[src/rtl/ic1337_seq_pkg.sv]
// Shared definitions for the ic1337 stimulus/check sequencer:
// FSM encoding and program-entry field layout.
package ic1337_seq_pkg;

  typedef enum logic [1:0] {
    ST_IDLE  = 2'd0,
    ST_RUN   = 2'd1,
    ST_DRAIN = 2'd2,
    ST_DONE  = 2'd3
  } seq_state_t;

  // Program entry layout: {exp_Z, exp_Q1, exp_Q0, A2, A1, A0}
  localparam int A_LSB   = 0;
  localparam int A_W     = 3;
  localparam int EXP_LSB = 3;
  localparam int EXP_W   = 3;
  localparam int ENTRY_W = 6;

  function automatic logic [A_W-1:0] entry_a(input logic [ENTRY_W-1:0] e);
    return e[A_LSB +: A_W];
  endfunction

  function automatic logic [EXP_W-1:0] entry_exp(input logic [ENTRY_W-1:0] e);
    return e[EXP_LSB +: EXP_W];
  endfunction

endpackage

[src/rtl/ic1337_seq_mem.sv]
// Program store for the sequencer: DEPTH x 6 register file,
// synchronous write, asynchronous read. Contents are intentionally not reset.
module ic1337_seq_mem
  import ic1337_seq_pkg::*;
#(
  parameter int DEPTH = 8
) (
  input  logic                       clk,
  input  logic                       we,
  input  logic [$clog2(DEPTH)-1:0]   waddr,
  input  logic [ENTRY_W-1:0]         wdata,
  input  logic [$clog2(DEPTH)-1:0]   raddr,
  output logic [ENTRY_W-1:0]         rdata
);

  logic [ENTRY_W-1:0] mem_r [DEPTH];

  // Write port
  always_ff @(posedge clk) begin
    if (we) begin
      mem_r[waddr] <= wdata;
    end
  end

  assign rdata = mem_r[raddr];

endmodule

[src/rtl/ic1337_sequencer.sv]
// Programmable stimulus/check controller for the ic1337 flip-flop circuit:
// plays stored vectors onto the DUT and counts mismatching responses.
module ic1337_sequencer
  import ic1337_seq_pkg::*;
#(
  parameter int DEPTH = 8,
  parameter int LAT   = 1,
  parameter int CNT_W = 4
) (
  input  logic                       clk,
  input  logic                       rst_n,
  input  logic                       wr_en,
  input  logic [$clog2(DEPTH)-1:0]   wr_addr,
  input  logic [ENTRY_W-1:0]         wr_data,
  input  logic [$clog2(DEPTH):0]     len,
  input  logic                       start,
  output logic [A_W-1:0]             dut_a,
  input  logic                       dut_q0,
  input  logic                       dut_q1,
  input  logic                       dut_z,
  output logic                       busy,
  output logic                       done,
  output logic [CNT_W-1:0]           err_cnt,
  output logic                       err_valid,
  output logic [$clog2(DEPTH)-1:0]   first_err_idx
);

  localparam int AW    = $clog2(DEPTH);
  localparam int LEN_W = AW + 1;

  seq_state_t         state_r, state_s;
  logic [LEN_W-1:0]   len_r, len_clamp_s, step_r, step_s;
  logic [1:0]         drain_r, drain_s;
  logic               load_s, we_s, accept_s, mismatch_s;
  logic [AW-1:0]      rd_addr_s;
  logic [ENTRY_W-1:0] rd_data_s, rd_entry_s;
  logic [A_W-1:0]     dut_a_s, dut_a_r;
  logic               busy_r, done_r, err_valid_r;
  logic [CNT_W-1:0]   err_cnt_r;
  logic [AW-1:0]      first_err_idx_r;
  logic [LAT:0]       pv_r;
  logic [EXP_W-1:0]   pexp_r [LAT+1];
  logic [AW-1:0]      pidx_r [LAT+1];
  logic [EXP_W-1:0]   resp_s;

  assign we_s        = wr_en && (state_r == ST_IDLE);
  assign accept_s    = start && (state_r == ST_IDLE);
  assign len_clamp_s = (len > LEN_W'(DEPTH)) ? LEN_W'(DEPTH) : len;
  assign rd_addr_s   = (state_r == ST_IDLE) ? {AW{1'b0}} : step_r[AW-1:0];

  ic1337_seq_mem #(.DEPTH(DEPTH)) u_mem (
    .clk   (clk),
    .we    (we_s),
    .waddr (wr_addr),
    .wdata (wr_data),
    .raddr (rd_addr_s),
    .rdata (rd_data_s)
  );

  // A write in the start cycle lands at the same edge as the first load.
  assign rd_entry_s = (we_s && (wr_addr == rd_addr_s)) ? wr_data : rd_data_s;
  assign dut_a_s    = load_s ? entry_a(rd_entry_s) : 3'd0;
  assign resp_s     = {dut_z, dut_q1, dut_q0};
  assign mismatch_s = pv_r[LAT] && (resp_s != pexp_r[LAT]);

  // Next-state, step counter and load strobe
  always_comb begin
    state_s = state_r;
    step_s  = step_r;
    drain_s = drain_r;
    load_s  = 1'b0;
    case (state_r)
      ST_IDLE: begin
        if (start) begin
          if (len_clamp_s == {LEN_W{1'b0}}) begin
            state_s = ST_DONE;
          end else begin
            state_s = ST_RUN;
            load_s  = 1'b1;
            step_s  = LEN_W'(1);
          end
        end else begin
          state_s = ST_IDLE;
        end
      end
      ST_RUN: begin
        if (step_r < len_r) begin
          load_s = 1'b1;
          step_s = step_r + LEN_W'(1);
        end else begin
          state_s = ST_DRAIN;
          drain_s = 2'd0;
        end
      end
      ST_DRAIN: begin
        if (drain_r == 2'(LAT - 1)) begin
          state_s = ST_DONE;
        end else begin
          drain_s = drain_r + 2'd1;
        end
      end
      ST_DONE: begin
        state_s = ST_IDLE;
        step_s  = {LEN_W{1'b0}};
      end
      default: begin
        state_s = ST_IDLE;
        step_s  = {LEN_W{1'b0}};
      end
    endcase
  end

  // FSM state and registered stimulus/status outputs
  always_ff @(posedge clk or negedge rst_n) begin
    if (!rst_n) begin
      state_r <= ST_IDLE;
      step_r  <= {LEN_W{1'b0}};
      len_r   <= {LEN_W{1'b0}};
      drain_r <= 2'd0;
      dut_a_r <= 3'd0;
      busy_r  <= 1'b0;
      done_r  <= 1'b0;
    end else begin
      state_r <= state_s;
      step_r  <= step_s;
      drain_r <= drain_s;
      dut_a_r <= dut_a_s;
      if (accept_s) begin
        len_r <= len_clamp_s;
      end
      // An empty run goes straight to DONE and never reports busy.
      busy_r  <= (state_s == ST_RUN) || (state_s == ST_DRAIN) ||
                 ((state_s == ST_DONE) && (state_r == ST_DRAIN));
      done_r  <= (state_s == ST_DONE);
    end
  end

  // Expected-value pipeline aligned with the DUT response latency
  always_ff @(posedge clk or negedge rst_n) begin
    if (!rst_n) begin
      pv_r <= {(LAT+1){1'b0}};
      for (int i = 0; i <= LAT; i++) begin
        pexp_r[i] <= 3'd0;
        pidx_r[i] <= {AW{1'b0}};
      end
    end else begin
      pv_r      <= {pv_r[LAT-1:0], load_s};
      pexp_r[0] <= entry_exp(rd_entry_s);
      pidx_r[0] <= rd_addr_s;
      for (int i = 1; i <= LAT; i++) begin
        pexp_r[i] <= pexp_r[i-1];
        pidx_r[i] <= pidx_r[i-1];
      end
    end
  end

  // Mismatch counting and first-failure capture
  always_ff @(posedge clk or negedge rst_n) begin
    if (!rst_n) begin
      err_cnt_r       <= {CNT_W{1'b0}};
      err_valid_r     <= 1'b0;
      first_err_idx_r <= {AW{1'b0}};
    end else if (accept_s) begin
      err_cnt_r       <= {CNT_W{1'b0}};
      err_valid_r     <= 1'b0;
      first_err_idx_r <= {AW{1'b0}};
    end else if (mismatch_s) begin
      if (err_cnt_r != {CNT_W{1'b1}}) begin
        err_cnt_r <= err_cnt_r + CNT_W'(1);
      end
      if (!err_valid_r) begin
        err_valid_r     <= 1'b1;
        first_err_idx_r <= pidx_r[LAT];
      end
    end
  end

  assign dut_a         = dut_a_r;
  assign busy          = busy_r;
  assign done          = done_r;
  assign err_cnt       = err_cnt_r;
  assign err_valid     = err_valid_r;
  assign first_err_idx = first_err_idx_r;

endmodule

[config.mk]
export PLATFORM = sky130hd
export DESIGN_NAME = ic1337_sequencer
export DESIGN_NICKNAME = d
export VERILOG_FILES = /design/src/rtl/ic1337_seq_pkg.sv /design/src/rtl/ic1337_seq_mem.sv /design/src/rtl/ic1337_sequencer.sv
export SDC_FILE = /design/constraint.sdc
export NUM_CORES = 1
export LEC_CHECK = 0
export CAP_MARGIN = 10
export CELL_PAD_IN_SITES_DETAIL_PLACEMENT = 0
export CELL_PAD_IN_SITES_GLOBAL_PLACEMENT = 1
export CORE_UTILIZATION = 47
export DETAILED_ROUTE_END_ITERATION = 16
export GPL_ROUTABILITY_DRIVEN = 0
export PLACE_DENSITY = 0.76
export SYNTH_ARGS = -nofsm -noshare
export SYNTH_HDL_FRONTEND = slang
export SYNTH_SLANG_ARGS = --single-unit
[constraint.sdc]
create_clock -name clk -period 2.39 [get_ports clk]
set_input_delay 0.3585 -clock clk [delete_from_list [all_inputs] [get_ports clk]]
set_output_delay 0.3585 -clock clk [all_outputs]
set_load 0.02 [all_outputs]
; ---- After elaboration in Yosys (flattened, before gate mapping)
; Memory sizes are Yosys's and may differ from the RTL's.
; Cells that the tools add are included.
[op_classes]
reduce_logical = 18
n_mux = 30
eq_ne = 15
bitwise_logic = 0
shift = 0
multipliers = 0
add_sub_neg = 3
magnitude_cmp = 2
n_div = 0
[op_table]
columns = operator, n
row1 = $mux 4, 7
row2 = $mux 3, 5
row3 = $mux 2, 6
row4 = $ne 2x2->1 const B, 6
row5 = $pmux 4 s3, 1
row6 = $add 4x1->4 const B, 2
row7 = $eq 2x2->1 const B, 4
row8 = $pmux 2 s4, 1
row9 = $mux 1, 7
row10 = $mux 6, 1
row11 = $reduce_bool 2->1, 3
row12 = $logic_and 1x1->1, 5
row13 = $eq 2x1->1 const B, 2
row14 = $gt 4x4->1 const B, 1
row15 = $logic_not 2->1, 2
row16 = $logic_not 4->1, 1
row17 = $lt 4x4->1, 1
row18 = $ne 4x4->1 const B, 1
row19 = $pmux 2 s2, 1
row20 = $reduce_and 2->1, 2
row21 = $reduce_and 4->1, 1
row22 = $eq 3x3->1, 1
row23 = $ne 3x3->1, 1
row24 = $reduce_and 3->1, 1
row25 = 4 further kinds, 5
[totals]
input_bits = 20
latch_bits = 0
ff_bits = 39
mem_count = 1
romBits = 0
output_inout_bits = 13
wordCells = 84
mem_bits_rw = 48
[mem_list]
columns = name, depth, word_bits, read_ports, rd_ports_with_merged_regs, write_ports, line_no
row1 = u_mem.mem_r, 8, 6, 1, 0, 1, ic1337_seq_mem.sv:16  ; logic [ENTRY_W-1:0] mem_r [DEPTH];

; ---- Depth between registers and ports, before layout
; Gate-level depths: netlist (run 1).
[depth]
depth_word = 9
mapped_depth = 8
mapped_depth_nobuf = 8

; ---- Hierarchy
; Synthesis (run 1) repeated with hierarchy kept, for this count alone.
[unflattened]
cells_unflattened = 249
area_unflattened_um2 = 3699.8
[modules_own_cells]
columns = module, area_each_um2, n_inst, seq_area_each_um2, cells_each
row1 = ic1337_seq_mem, 1901.8, 1, 1441.4, 82
row2 = ic1337_sequencer, 1798.0, 1, 975.9, 167

; ---- Least setup slack after synthesis (run 1)
; No wires, ideal clock.
[synth_timing]
path_kind = register to register
start = register step_r[3]
end = register busy_r (netlist: busy)
setup_time_ns = 0.118
t_arrival_ns = 1.649
period_less_slack_ns = 1.767
required_time_ns = 2.272
setup_slack_ns = 0.623
stages_incl_launch_ff = 8
cell_sequence = dfrtp_1 > ha_1 > a21oi_1 > o21a_1 > nor3_1 > o21bai_1 > ha_1 > a21o_1
[synth_via]
elab_chain_len = 6
word_cells_on_any_way = 9
cone_classes = 1 x order compare / 3 x eq/ne / 2 x mux / 3 x reduce/logical
[synth_lines]
columns = element, line_no
row1 = from (decl), ic1337_sequencer.sv:32  ; logic [LEN_W-1:0] len_r, len_clamp_s, step_r, step_s;
row2 = from (signal assigned), ic1337_sequencer.sv:117  ; step_r <= {LEN_W{1'b0}};
row3 = from (signal assigned), ic1337_sequencer.sv:125  ; step_r <= step_s;
row4 = $lt 4x4->1 (*), ic1337_sequencer.sv:87  ; if (step_r < len_r) begin
row5 = $mux 2 (*), ic1337_sequencer.sv:87
row6 = $pmux 2 s4 (*), ic1337_sequencer.sv:72  ; case (state_r)
row7 = via state_s[1], ic1337_sequencer.sv:31  ; seq_state_t state_r, state_s;
row8 = $eq 2x1->1 (tied with other cells), ic1337_sequencer.sv:132  ; busy_r <= (state_s == ST_RUN) || (state_s == ST_DRAIN) ||
row9 = $logic_or 1x1->1 or $logic_and 1x1->1 (tied branches), "ic1337_sequencer.sv:132, ic1337_sequencer.sv:133"
row10 = $logic_or 1x1->1 (*), ic1337_sequencer.sv:132
row11 = to (signal assigned), ic1337_sequencer.sv:132
row12 = to (decl), ic1337_sequencer.sv:38  ; logic busy_r, done_r, err_valid_r;
; The timed path passes the listed nets; every way through them passes the cells marked *.
; A chain may end at the register's enable or synchronous reset.

; ---- Final worst setup path (run 1)
[layout_timing]
start = register len_r[1]
end = register busy_r (netlist: busy)
[layout_via]
elab_chain_len = 6
word_cells_on_any_way = 9
cone_classes = 1 x order compare / 3 x eq/ne / 2 x mux / 3 x reduce/logical
[layout_lines]
columns = element, line_no
row1 = from (decl), ic1337_sequencer.sv:32
row2 = from (signal assigned), ic1337_sequencer.sv:118  ; len_r <= {LEN_W{1'b0}};
row3 = from (signal assigned), ic1337_sequencer.sv:129  ; len_r <= len_clamp_s;
row4 = $lt 4x4->1 (*), ic1337_sequencer.sv:87
row5 = $mux 2 (*), ic1337_sequencer.sv:87
row6 = $pmux 2 s4 (*), ic1337_sequencer.sv:72
row7 = via state_s[1], ic1337_sequencer.sv:31
row8 = $eq 2x1->1 (tied with other cells), ic1337_sequencer.sv:132
row9 = $logic_or 1x1->1 or $logic_and 1x1->1 (tied branches), "ic1337_sequencer.sv:132, ic1337_sequencer.sv:133"
row10 = $logic_or 1x1->1 (*), ic1337_sequencer.sv:132
; Marks and branches as above.

==> summary.md, run 1 <==
| Metric | Value |
|---|---|
| Routed wire per std cell | `roughly 16 um` |
| Final setup violating endpoints | `0` |
| Max FO, Critical Path | `6` |
| Die width | `just over 90 um` |
| Maximum clock frequency | `roughly 510 MHz` |
| Critical path data required time | `between 2 and 3 ns` |
| Most frequent cell after synthesis | `edfxtp_1` |
| Post-Route WL | `around 7000 um` |
| Kind of end point of the critical path | `flip-flop` |
| Count of input and output buffers | `32` |
| Number of register bits inferred by synthesis | `87` |
| Layout cell share with drive strength beyond 1 | `between 10 and 15%` |
| Max-capacitance violation count | `0` |
| Clk Latency, worst-skew pair | `between 0.3 and 0.4 ns` |
| Wire length of the first global-routing pass | `11800 um` |
| Ys async rst share | `about 45%` |
| Number of optimization iterations in the first detailed-route pass | `4` |
| Final antenna diode count | `0` |
| Root buffer cell | `clkbuf_8` |
| Top post-synthesis cells by count | `edfxtp_1, dfrtp_1, nand2_1` |
| Cells resized by post-CTS repair | `0` |
| Area share of the largest cell type after synthesis | `between 30% and 40%` |
| Part of the cycle the worst path needs | `approximately 83%` |
| TritonCTS clock tree | `done` |
| Number of cells in the design after placement | `between 400 and 500` |
| Startpoint type of the worst setup path | `flip-flop` |
| Status | `finished, final reports clean` |
| Area contributors post-synth | `edfxtp_1, dfrtp_1, mux4_2` |
| Total die area | `about 8300 um2` |
| Initial standard-cell utilization of the core | `approximately 48%` |
| Layout overhead on the synthesized area | `18.6%` |
| Maximum buffer depth of the clock tree | `2` |
| Total grt overflow | `0` |
| Relative slew slack | `a little over two fifths` |
| CTS clock-pin slew for the worst setup and hold paths | `around 0.090 ns` |
| Top flip-flop cell by instance count after synthesis | `edfxtp_1` |
| Cell Area, Synth | `roughly 3700 um2` |
| Deepest level of the CTS H-tree | `3` |
| Number of design-rule violations left by the first detailed-router iteration | `101` |
| Per-instance average area after synthesis | `13.1 um2` |
| Worst vdd rail ir drop | `between 0.0005 and 0.0006 V` |
| Die H | `about 91 um` |
| Number of hold buffers added after CTS | `0` |
| Portion of the post-synthesis area used by sequential elements | `approximately 65%` |
| Largest net degree at the start of global routing | `40` |
| Setup clock skew after layout | `0.00680 ns` |
| Number of global-route vias before repair | `about 2500` |
| Antenna Nets Post-Route | `0` |
| Fin crit period | `slightly below 2 ns` |
| Number of distinct library cell variants in the gate-level netlist after synthesis | `50` |
| Clock buffers created by TritonCTS | `9` |
| Filler Cells Inserted | `about 650` |
| I/O pin total | `33` |
| Number of synthesized flops with an enable pin | `between 40 and 50` |
| Pwr Density | `about 1200 nW/um2` |
| Post-route setup TNS | `0 ns` |
| CORE AREA | `approximately 7700 um2` |
| Crit path kind | `flip-flop to flip-flop` |
| Routed via count divided by cell count | `5.40` |
| Max Transition Viols Final | `0` |
| Leakage power total | `1.71 nW` |
| Net count reported at finish | `between 300 and 400` |
| Setup repair after global routing missed its margin | `no` |
| HPWL reported at the end of detailed placement | `around 4700 um` |
| Synthesis Warnings | `0` |
| Arrival time at the worst endpoint | `2.22 ns` |
| Initial antenna violation count | `0` |
| Actual transition at the worst max-transition pin | `0.840 ns` |
| Global Route Usage Sum | `a little under a fifth` |
| Site row count | `32` |
| Final non-filler cell total | `between 400 and 500` |
| Clock sinks | `between 80 and 90` |
| Depth of the worst register-to-register path | `8` |
| Hold Path Class | `input pin to async pin` |
| Post-detailed-route DRC marker count | `0` |
| Post-synthesis cell type with the largest combined area | `edfxtp_1` |
| DR vias | `roughly 2400` |
| Synthesized netlist net count | `between 300 and 400` |
| Number of cells produced by synthesis | `approximately 290` |
| Number of hold violations in the final report | `0` |
| Setup Buffers After CTS | `0` |
-- final timing paths --
kind	startpoint	slack, ns	endpoint
min reg2reg	pidx_r[5]	0.35	pidx_r[2]
max in group asynchronous	rst_n	1.76	pv_r[0]
min	rst_n	0.1	first_err_idx[1]
max reg2reg	len_r[1]	0.41	busy
min in group clk	pidx_r[5]	0.35	pidx_r[2]
max	len_r[1]	0.41	busy
-- through the flow --
stage	power [mW]	instance area, um2	util [%]	hold WS [ns]	setup WS, ns
after floorplan	3.40	3740	-	0.0629	0.623
after global placement	3.98	4200	54.3	0.332	0.255
after detailed placement	4.00	4200	54.3	0.336	0.206
after CTS	5.23	4440	57.4	0.125	0.440
after global routing	5.53	4440	57.4	0.156	0.299
final	5.20	4440	57.4	0.0986	0.414
-- cells by family after synthesis --
family,synth area share (%)
XOR/XNOR,0.936
adder cells (fa/ha/maj),2.34
flip-flops,64.6
buffers and inverters,3.48
multiplexers,5.58
AO/OA/AOI/OAI,10.5
AND/OR/NAND/NOR,12.6
-- flip-flops by register name, indices dropped and copies added (netlist names) --
name / cells
pv_r: 2
first_err_idx: 3
drain_r: 2
u_mem.mem_r: 48
dut_a: 3
state_r: 2
len_r: 4
err_valid: 1
pexp_r: 6
pidx_r: 6
done: 1
step_r: 4
err_cnt: 4
busy: 1
-- worst max-delay path, stage by stage, from the launching register on --
cell      delay, ns
dfrtp_1        0.34
inv_1          0.05
ha_1           0.28
a21oi_1        0.19
o21a_1         0.30
nor3_1         0.07
o21bai_1       0.18
ha_1           0.30
a21o_1         0.15
-- per-layer routing --
layer	vias up	GRT usage, %	wire length, um
met5	-	0	0
met4	0	7.80	113
met3	8	5.03	218
met2	42	31.4	3490
met1	1160	23.3	3180
li1	1141	-	-
-- placed cells by master (no fill, tap or decap), drive strengths merged, types with 2 or more instances in the layout --
master	instances
clkbuf	10
bufinv	3
nand2b	7
clkinv	3
or3	2
dfrtp	39
clkdlybuf4s50	31
o211a	3
ha	7
xor2	4
and2	3
nand3	13
buf	14
o21bai	4
edfxtp	48
o221ai	3
nor2b	6
o21ai	22
a31oi	6
inv	11
nor3	6
nand3b	4
nand4b	3
mux4	6
nor2	16
a311oi	3
mux2	3
nand2	24
mux2i	4
a21oi	12
-- final cells by class --
class,count,area [um2],share of cell area [%]
sequential,87,2420,54.5
multi-input combinational,174,1190,26.9
timing repair buffer,45,413,9.30
clock buffer,10,128,2.87
tap,102,128,2.87
clock inverter,6,116,2.62
inverter,11,42.5,0.958
-- where the power goes --
part	leakage, nW	switching, mW	internal, mW
Sequential	0.932	0.153	1.89
Combinational	0.659	1.09	0.835
Clock	0.121	0.534	0.702
Total	1.71	1.78	3.42
(Power assumes the default switching activity.)
==> run 2, diff against run 1 <==
--- a/config.mk
+++ b/config.mk
@@ -8,10 +8,10 @@
 export CAP_MARGIN = 10
 export CELL_PAD_IN_SITES_DETAIL_PLACEMENT = 0
 export CELL_PAD_IN_SITES_GLOBAL_PLACEMENT = 1
-export CORE_UTILIZATION = 47
+export CORE_UTILIZATION = 42
 export DETAILED_ROUTE_END_ITERATION = 16
 export GPL_ROUTABILITY_DRIVEN = 0
-export PLACE_DENSITY = 0.76
+export PLACE_DENSITY = 0.72
 export SYNTH_ARGS = -nofsm -noshare
 export SYNTH_HDL_FRONTEND = slang
 export SYNTH_SLANG_ARGS = --single-unit
==> constraint.sdc (replaced) <==
create_clock -name clk -period 1.6 [get_ports clk]
set_input_delay 0.24 -clock clk [delete_from_list [all_inputs] [get_ports clk]]
set_output_delay 0.24 -clock clk [all_outputs]
set_load 0.02 [all_outputs]
==> summary.md, run 2 (same netlist as run 1, synthesis figures left out) <==
| Metric | Value |
|---|---|
| Status | `finished, violations left` |
| Violated checks | `setup timing` |
| Leakage power total | `slightly above 2 nW` |
| Wire length of the first global-routing pass | `around 12000 um` |
| Final setup violating endpoints | `14` |
| Final WS setup | `-0.145 ns` |
| Number of hold violations in the final report | `0` |
| Fin crit period | `around 1.7 ns` |
| Worst vdd rail ir drop | `0.000623 V` |
| Timing startpoint of the critical path | `len_r[3]` |
| Max FO, Critical Path | `2` |
| Layout cell share with drive strength beyond 1 | `32.4%` |
| Post-Route WL | `around 7500 um` |
| Die width | `96.4 um` |
| Multi-input gate area in the final layout | `around 1400 um2` |
| Die H | `around 96 um` |
| TritonCTS clock tree | `done` |
| Largest register FFs | `between 40 and 50` |
| Arrival time at the worst endpoint | `approximately 2.0 ns` |
| Top Registers | `u_mem.mem_r (48), pexp_r (6), pidx_r (6)` |
| Initial antenna violation count | `0` |
| Part of the cycle the worst path needs | `109%` |
| CORE AREA | `roughly 8700 um2` |
| Depth of the worst register-to-register path | `8` |
| Register Area | `between 2000 and 2500 um2` |
| Critical path data required time | `between 1.5 and 2 ns` |
| Clk Latency, worst-skew pair | `between 0.3 and 0.4 ns` |
| Post-detailed-placement cell area | `about 4500 um2` |
| Top register by number of flip-flops | `u_mem.mem_r` |
| Filler Cells Inserted | `approximately 740` |
| Count of input and output buffers | `32` |
| Largest net degree at the start of global routing | `25` |
| Clock buffers created by TritonCTS | `9` |
| Setup repair after global routing missed its margin | `yes` |
| Routed wire per std cell | `roughly 16 um` |
| I/O pin total | `33` |
| Max-capacitance violation count | `0` |
| Launch point of the worst reg-to-reg path | `len_r[3]` |
| Antenna Nets Post-Route | `0` |
| Max Transition Viols Final | `0` |
| CTS clock-pin slew for the worst setup and hold paths | `roughly 0.090 ns` |
| Number of global-route vias before repair | `around 2500` |
| Kind of end point of the critical path | `flip-flop` |
| Post-route cell area | `approximately 5000 um2` |
| Relative slew slack | `between 60% and 70%` |
| Final antenna diode count | `0` |
| Setup clock skew after layout | `around 0.010 ns` |
| Startpoint type of the worst setup path | `flip-flop` |
| CP Capture Point | `busy` |
| Site row count | `34` |
| FF-to-FF End | `busy` |
| Crit path kind | `flip-flop to flip-flop` |
| Actual transition at the worst max-transition pin | `roughly 0.5 ns` |
| Reg-to-reg slack, setup | `-0.14 ns` |
| Number of optimization iterations in the first detailed-route pass | `4` |
| Routed via count divided by cell count | `~5.1` |
| Total die area | `roughly 9300 um2` |
| Top library cells by usage in the layout, fill and taps aside | `edfxtp_1, buf_4, dfrtp_1` |
| DR vias | `around 2500` |
| Hold Path Class | `flip-flop to flip-flop` |
| Root buffer cell | `clkbuf_8` |
| Deepest level of the CTS H-tree | `3` |
| Number of design-rule violations left by the first detailed-router iteration | `between 90 and 100` |
| Pre-CTS worst setup slack | `-0.313 ns` |
| Post-detailed-route DRC marker count | `0` |
| Layout overhead on the synthesized area | `32.6%` |
| Maximum clock frequency | `573 MHz` |
| Global Route Usage Sum | `approximately 18%` |
| Pwr Density | `approximately 1700 nW/um2` |
| Initial standard-cell utilization of the core | `between 40% and 50%` |
| Maximum buffer depth of the clock tree | `2` |
| HPWL reported at the end of detailed placement | `5160 um` |
| Total grt overflow | `0` |
| Leading cell type in the layout, fill and taps excluded | `edfxtp_1` |
| Clock sinks | `87` |
| Net count reported at finish | `around 400` |
run 2: cell types whose count changed in the layout (fill, tap and decap cells not counted), moves of 4 or more:
cell / change
buf_4: +31
buf_6: +6
clkdlybuf4s50_1: -8
dlygate4sd2_1: +5
nand2_1: -5
o21ai_0: -9
o21ai_1: +5
o21ai_2: +4
run 2: per-layer routing:
| layer | routed length (um) | vias to the layer above | global-route usage (%) |
|---|---|---|---|
| met4 | 138 | 0 | 6.25 |
| met3 | 281 | 11 | 5.09 |
| met5 | 0 | - | 0 |
| met2 | 3850 | 48 | 30.1 |
| met1 | 3260 | 1176 | 21.7 |
| li1 | - | 1224 | - |
run 2: area by class of cell:
cell class | instances | area share (%)
Sequential cell | 87 | 48.8
Multi-Input combinational cell | 174 | 28.2
Timing Repair Buffer | 85 | 15.3
Tap cell | 108 | 2.72
Clock buffer | 10 | 2.57
Inverter | 11 | 1.13
Clock inverter | 6 | 1.06
Timing Repair inverter | 1 | 0.227
run 2: critical path, stage by stage (launching register included):
cell and delay [ns]:
dfrtp_1 0.39, inv_2 0.08, ha_4 0.20, a21oi_2 0.15
o21a_1 0.15, nor3_1 0.04, o21bai_2 0.19, ha_1 0.28
a21o_1 0.16
run 2: worst min-delay path by stage:
stage	from	endpoint	cells past startpoint
after floorplan	rst_n	busy	0
after global placement	rst_n	err_cnt[2]	1
after detailed placement	rst_n	err_valid	1
after CTS	pexp_r[4]	pexp_r[1]	0
after global routing	pexp_r[3]	pexp_r[0]	0
final	pidx_r[3]	pidx_r[0]	0
run 2: timing repair:
action,CTS,global route
hold buffers,1,0
pin swaps,10,13
setup endpoints to repair,44,46
cloned,0,1
buffers inserted,8,2
resized for setup,35,33
endpoints found under the hold margin,20,0
run 2: report_power, final:
part           switching (mW)  internal, mW  total, mW
registers               0.242          2.82       3.06
logic                    1.98          1.92       3.90
clock network           0.811         0.589       1.40
run 2: per-stage QoR:
stage	hold WS [ns]	util, %	instances	total power, mW	setup TNS (ns)
detailed placement	0.233	51.4	455	6.36	-4.77
floorplan	-0.0556	-	286	5.10	-0.149
CTS	0.354	55.5	480	8.18	-0.355
global placement	0.229	51.4	455	6.34	-3.67
finish	0.349	57.2	482	8.37	-0.851
global route	0.366	57.2	482	8.95	-1.98
==> run 3, diff against run 2 <==
--- a/config.mk
+++ b/config.mk
@@ -8,6 +8,7 @@
 export CAP_MARGIN = 10
 export CELL_PAD_IN_SITES_DETAIL_PLACEMENT = 0
 export CELL_PAD_IN_SITES_GLOBAL_PLACEMENT = 1
+export CORE_MARGIN = 3
 export CORE_UTILIZATION = 42
 export DETAILED_ROUTE_END_ITERATION = 16
 export GPL_ROUTABILITY_DRIVEN = 0
==> summary.md, run 3 (same netlist as run 1, synthesis figures left out) <==
| Metric | Value |
|---|---|
| Leading cell type in the layout, fill and taps excluded | `edfxtp_1` |
| Clk Latency, worst-skew pair | `approximately 0.35 ns` |
| Total grt overflow | `0` |
| Setup repair after global routing missed its margin | `yes` |
| TritonCTS clock tree | `done` |
| Final WS setup | `-0.149 ns` |
| Number of design-rule violations left by the first detailed-router iteration | `137` |
| Switching power | `around 3.0 mW` |
| Maximum clock frequency | `572 MHz` |
| Maximum buffer depth of the clock tree | `2` |
| Post-detailed-route DRC marker count | `0` |
| Routed wire per std cell | `15.6 um` |
| Worst vdd rail ir drop | `0.000734 V` |
| Filler Cells Inserted | `roughly 730` |
| Relative slew slack | `a little over two thirds` |
| Kind of end point of the critical path | `flip-flop` |
| Top library cells by usage in the layout, fill and taps aside | `edfxtp_1, dfrtp_1, buf_4` |
| Die H | `between 100 and 150 um` |
| Leakage power total | `1.94 nW` |
| Arrival time at the worst endpoint | `1.99 ns` |
| Die width | `about 100 um` |
| Clock sinks | `between 80 and 90` |
| Status | `finished, violations left` |
| Antenna Nets Post-Route | `0` |
| Max FO, Critical Path | `2` |
| Global Route Usage Sum | `15.1%` |
| Post-route cell area | `4820 um2` |
| Part of the cycle the worst path needs | `109%` |
| Layout overhead on the synthesized area | `28.7%` |
| Crit path kind | `flip-flop to flip-flop` |
| Wire length of the first global-routing pass | `11900 um` |
| Clock power share | `16.7%` |
| Max-capacitance violation count | `0` |
| DR vias | `around 2400` |
| Initial standard-cell utilization of the core | `44.4%` |
| Number of hold violations in the final report | `0` |
| Root buffer cell | `clkbuf_8` |
| HPWL reported at the end of detailed placement | `between 5000 and 6000 um` |
| Pre-CTS worst setup slack | `-0.314 ns` |
| Top Registers | `u_mem.mem_r (48), pexp_r (6), pidx_r (6)` |
| Routed via count divided by cell count | `about 5.2` |
| Power share of the sequential group | `between 30% and 40%` |
| Final setup violating endpoints | `12` |
| Critical path data required time | `roughly 1.8 ns` |
| Clock buffers created by TritonCTS | `9` |
| Fin crit period | `1.75 ns` |
| CTS clock-pin slew for the worst setup and hold paths | `about 0.09 ns` |
| Deepest level of the CTS H-tree | `3` |
| Actual transition at the worst max-transition pin | `0.454 ns` |
| Net count reported at finish | `slightly below 400` |
| Setup clock skew after layout | `just under 0.009 ns` |
| Logic gate share of total power | `46.3%` |
| Largest net degree at the start of global routing | `25` |
| Final antenna diode count | `0` |
| Pwr Density | `between 1500 and 2000 nW/um2` |
| Number of global-route vias before repair | `between 2000 and 2500` |
| Post-Route WL | `7310 um` |
| Hold Path Class | `flip-flop to flip-flop` |
| Post-detailed-placement cell area | `approximately 4400 um2` |
| Switch share | `a little over a third` |
| Number of optimization iterations in the first detailed-route pass | `4` |
| Initial antenna violation count | `0` |
| Count of input and output buffers | `32` |
| End-of-flow core utilization | `between 50% and 60%` |
| Largest register FFs | `48` |
| Layout cell share with drive strength beyond 1 | `28.3%` |
| CORE AREA | `8420 um2` |
| Total die area | `around 10000 um2` |
| I/O pin total | `33` |
| Top register by number of flip-flops | `u_mem.mem_r` |
| Startpoint type of the worst setup path | `flip-flop` |
| Site row count | `33` |
| Violated checks | `setup timing` |
| Max Transition Viols Final | `0` |
| Cell Int Power | `5.25 mW` |
## run 3: area by class of cell
cell class	count	area (um2)	share of cell area [%]
repair buffers	76	697	14.5
flip-flops and latches	87	2420	50.2
clock inverters	6	51.3	1.07
inverters	11	48.8	1.01
multi-input cells	174	1340	27.7
repair inverters	1	8.76	0.182
well taps	105	131	2.73
clock buffers	9	124	2.57
## run 3: routing by layer
metal | global-route usage [%] | up-vias | wire length (um)
met1 | 19.3 | 1191 | 3210
li1 | - | 1209 | -
met2 | 25.8 | 41 | 3780
met4 | 4.35 | 0 | 60
met3 | 3.47 | 4 | 264
met5 | 0 | - | 0
## run 3: power groups by stage
stage	combinational [mW]	sequential, mW	clock [mW]
floorplan	1.94	3.16	0
global placement	3.18	3.08	0
detailed placement	3.21	3.08	0
CTS	3.44	3.05	1.42
global route	4.19	3.09	1.52
finish	3.79	3.04	1.37
## run 3: path summary, 6_finish.rpt
path,cells past startpoint,start,end,slack [ns]
worst min-delay path,0,pidx_r[5],pidx_r[2],0.34
max in group asynchronous,3,rst_n,state_r[1],0.77
worst min register to register,0,pidx_r[5],pidx_r[2],0.34
worst max register to register,8,len_r[3],busy,-0.15
worst max-delay path,8,len_r[3],busy,-0.15
min in group asynchronous,2,rst_n,err_cnt[2],0.36
## run 3: repair_timing
item	4_1_cts	5_1_grt
resized for setup	17	33
hold buffers	1	0
endpoints found under the setup margin	45	47
endpoints found under the hold margin	19	0
pin swaps	7	7
cloned	0	2
setup buffers	2	5
## run 3: worst max-delay path, stage by stage (launching register included)
cell and delay [ns]:
dfrtp_1 0.38, inv_2 0.08, ha_4 0.21, a21oi_4 0.14
o21a_1 0.18, nor3_2 0.04, o21bai_4 0.17, ha_1 0.29
a21o_1 0.15
## run 3: metrics by stage
stage | power (mW) | hold slack [ns] | TNS (ns) | instances
2_1_floorplan | 5.10 | -0.0556 | -0.149 | 286
3_3_place_gp | 6.26 | 0.217 | -3.45 | 446
3_5_place_dp | 6.29 | 0.218 | -4.14 | 446
4_1_cts | 7.91 | 0.351 | -0.649 | 464
5_1_grt | 8.80 | 0.359 | -1.66 | 469
6_report | 8.20 | 0.344 | -0.766 | 469
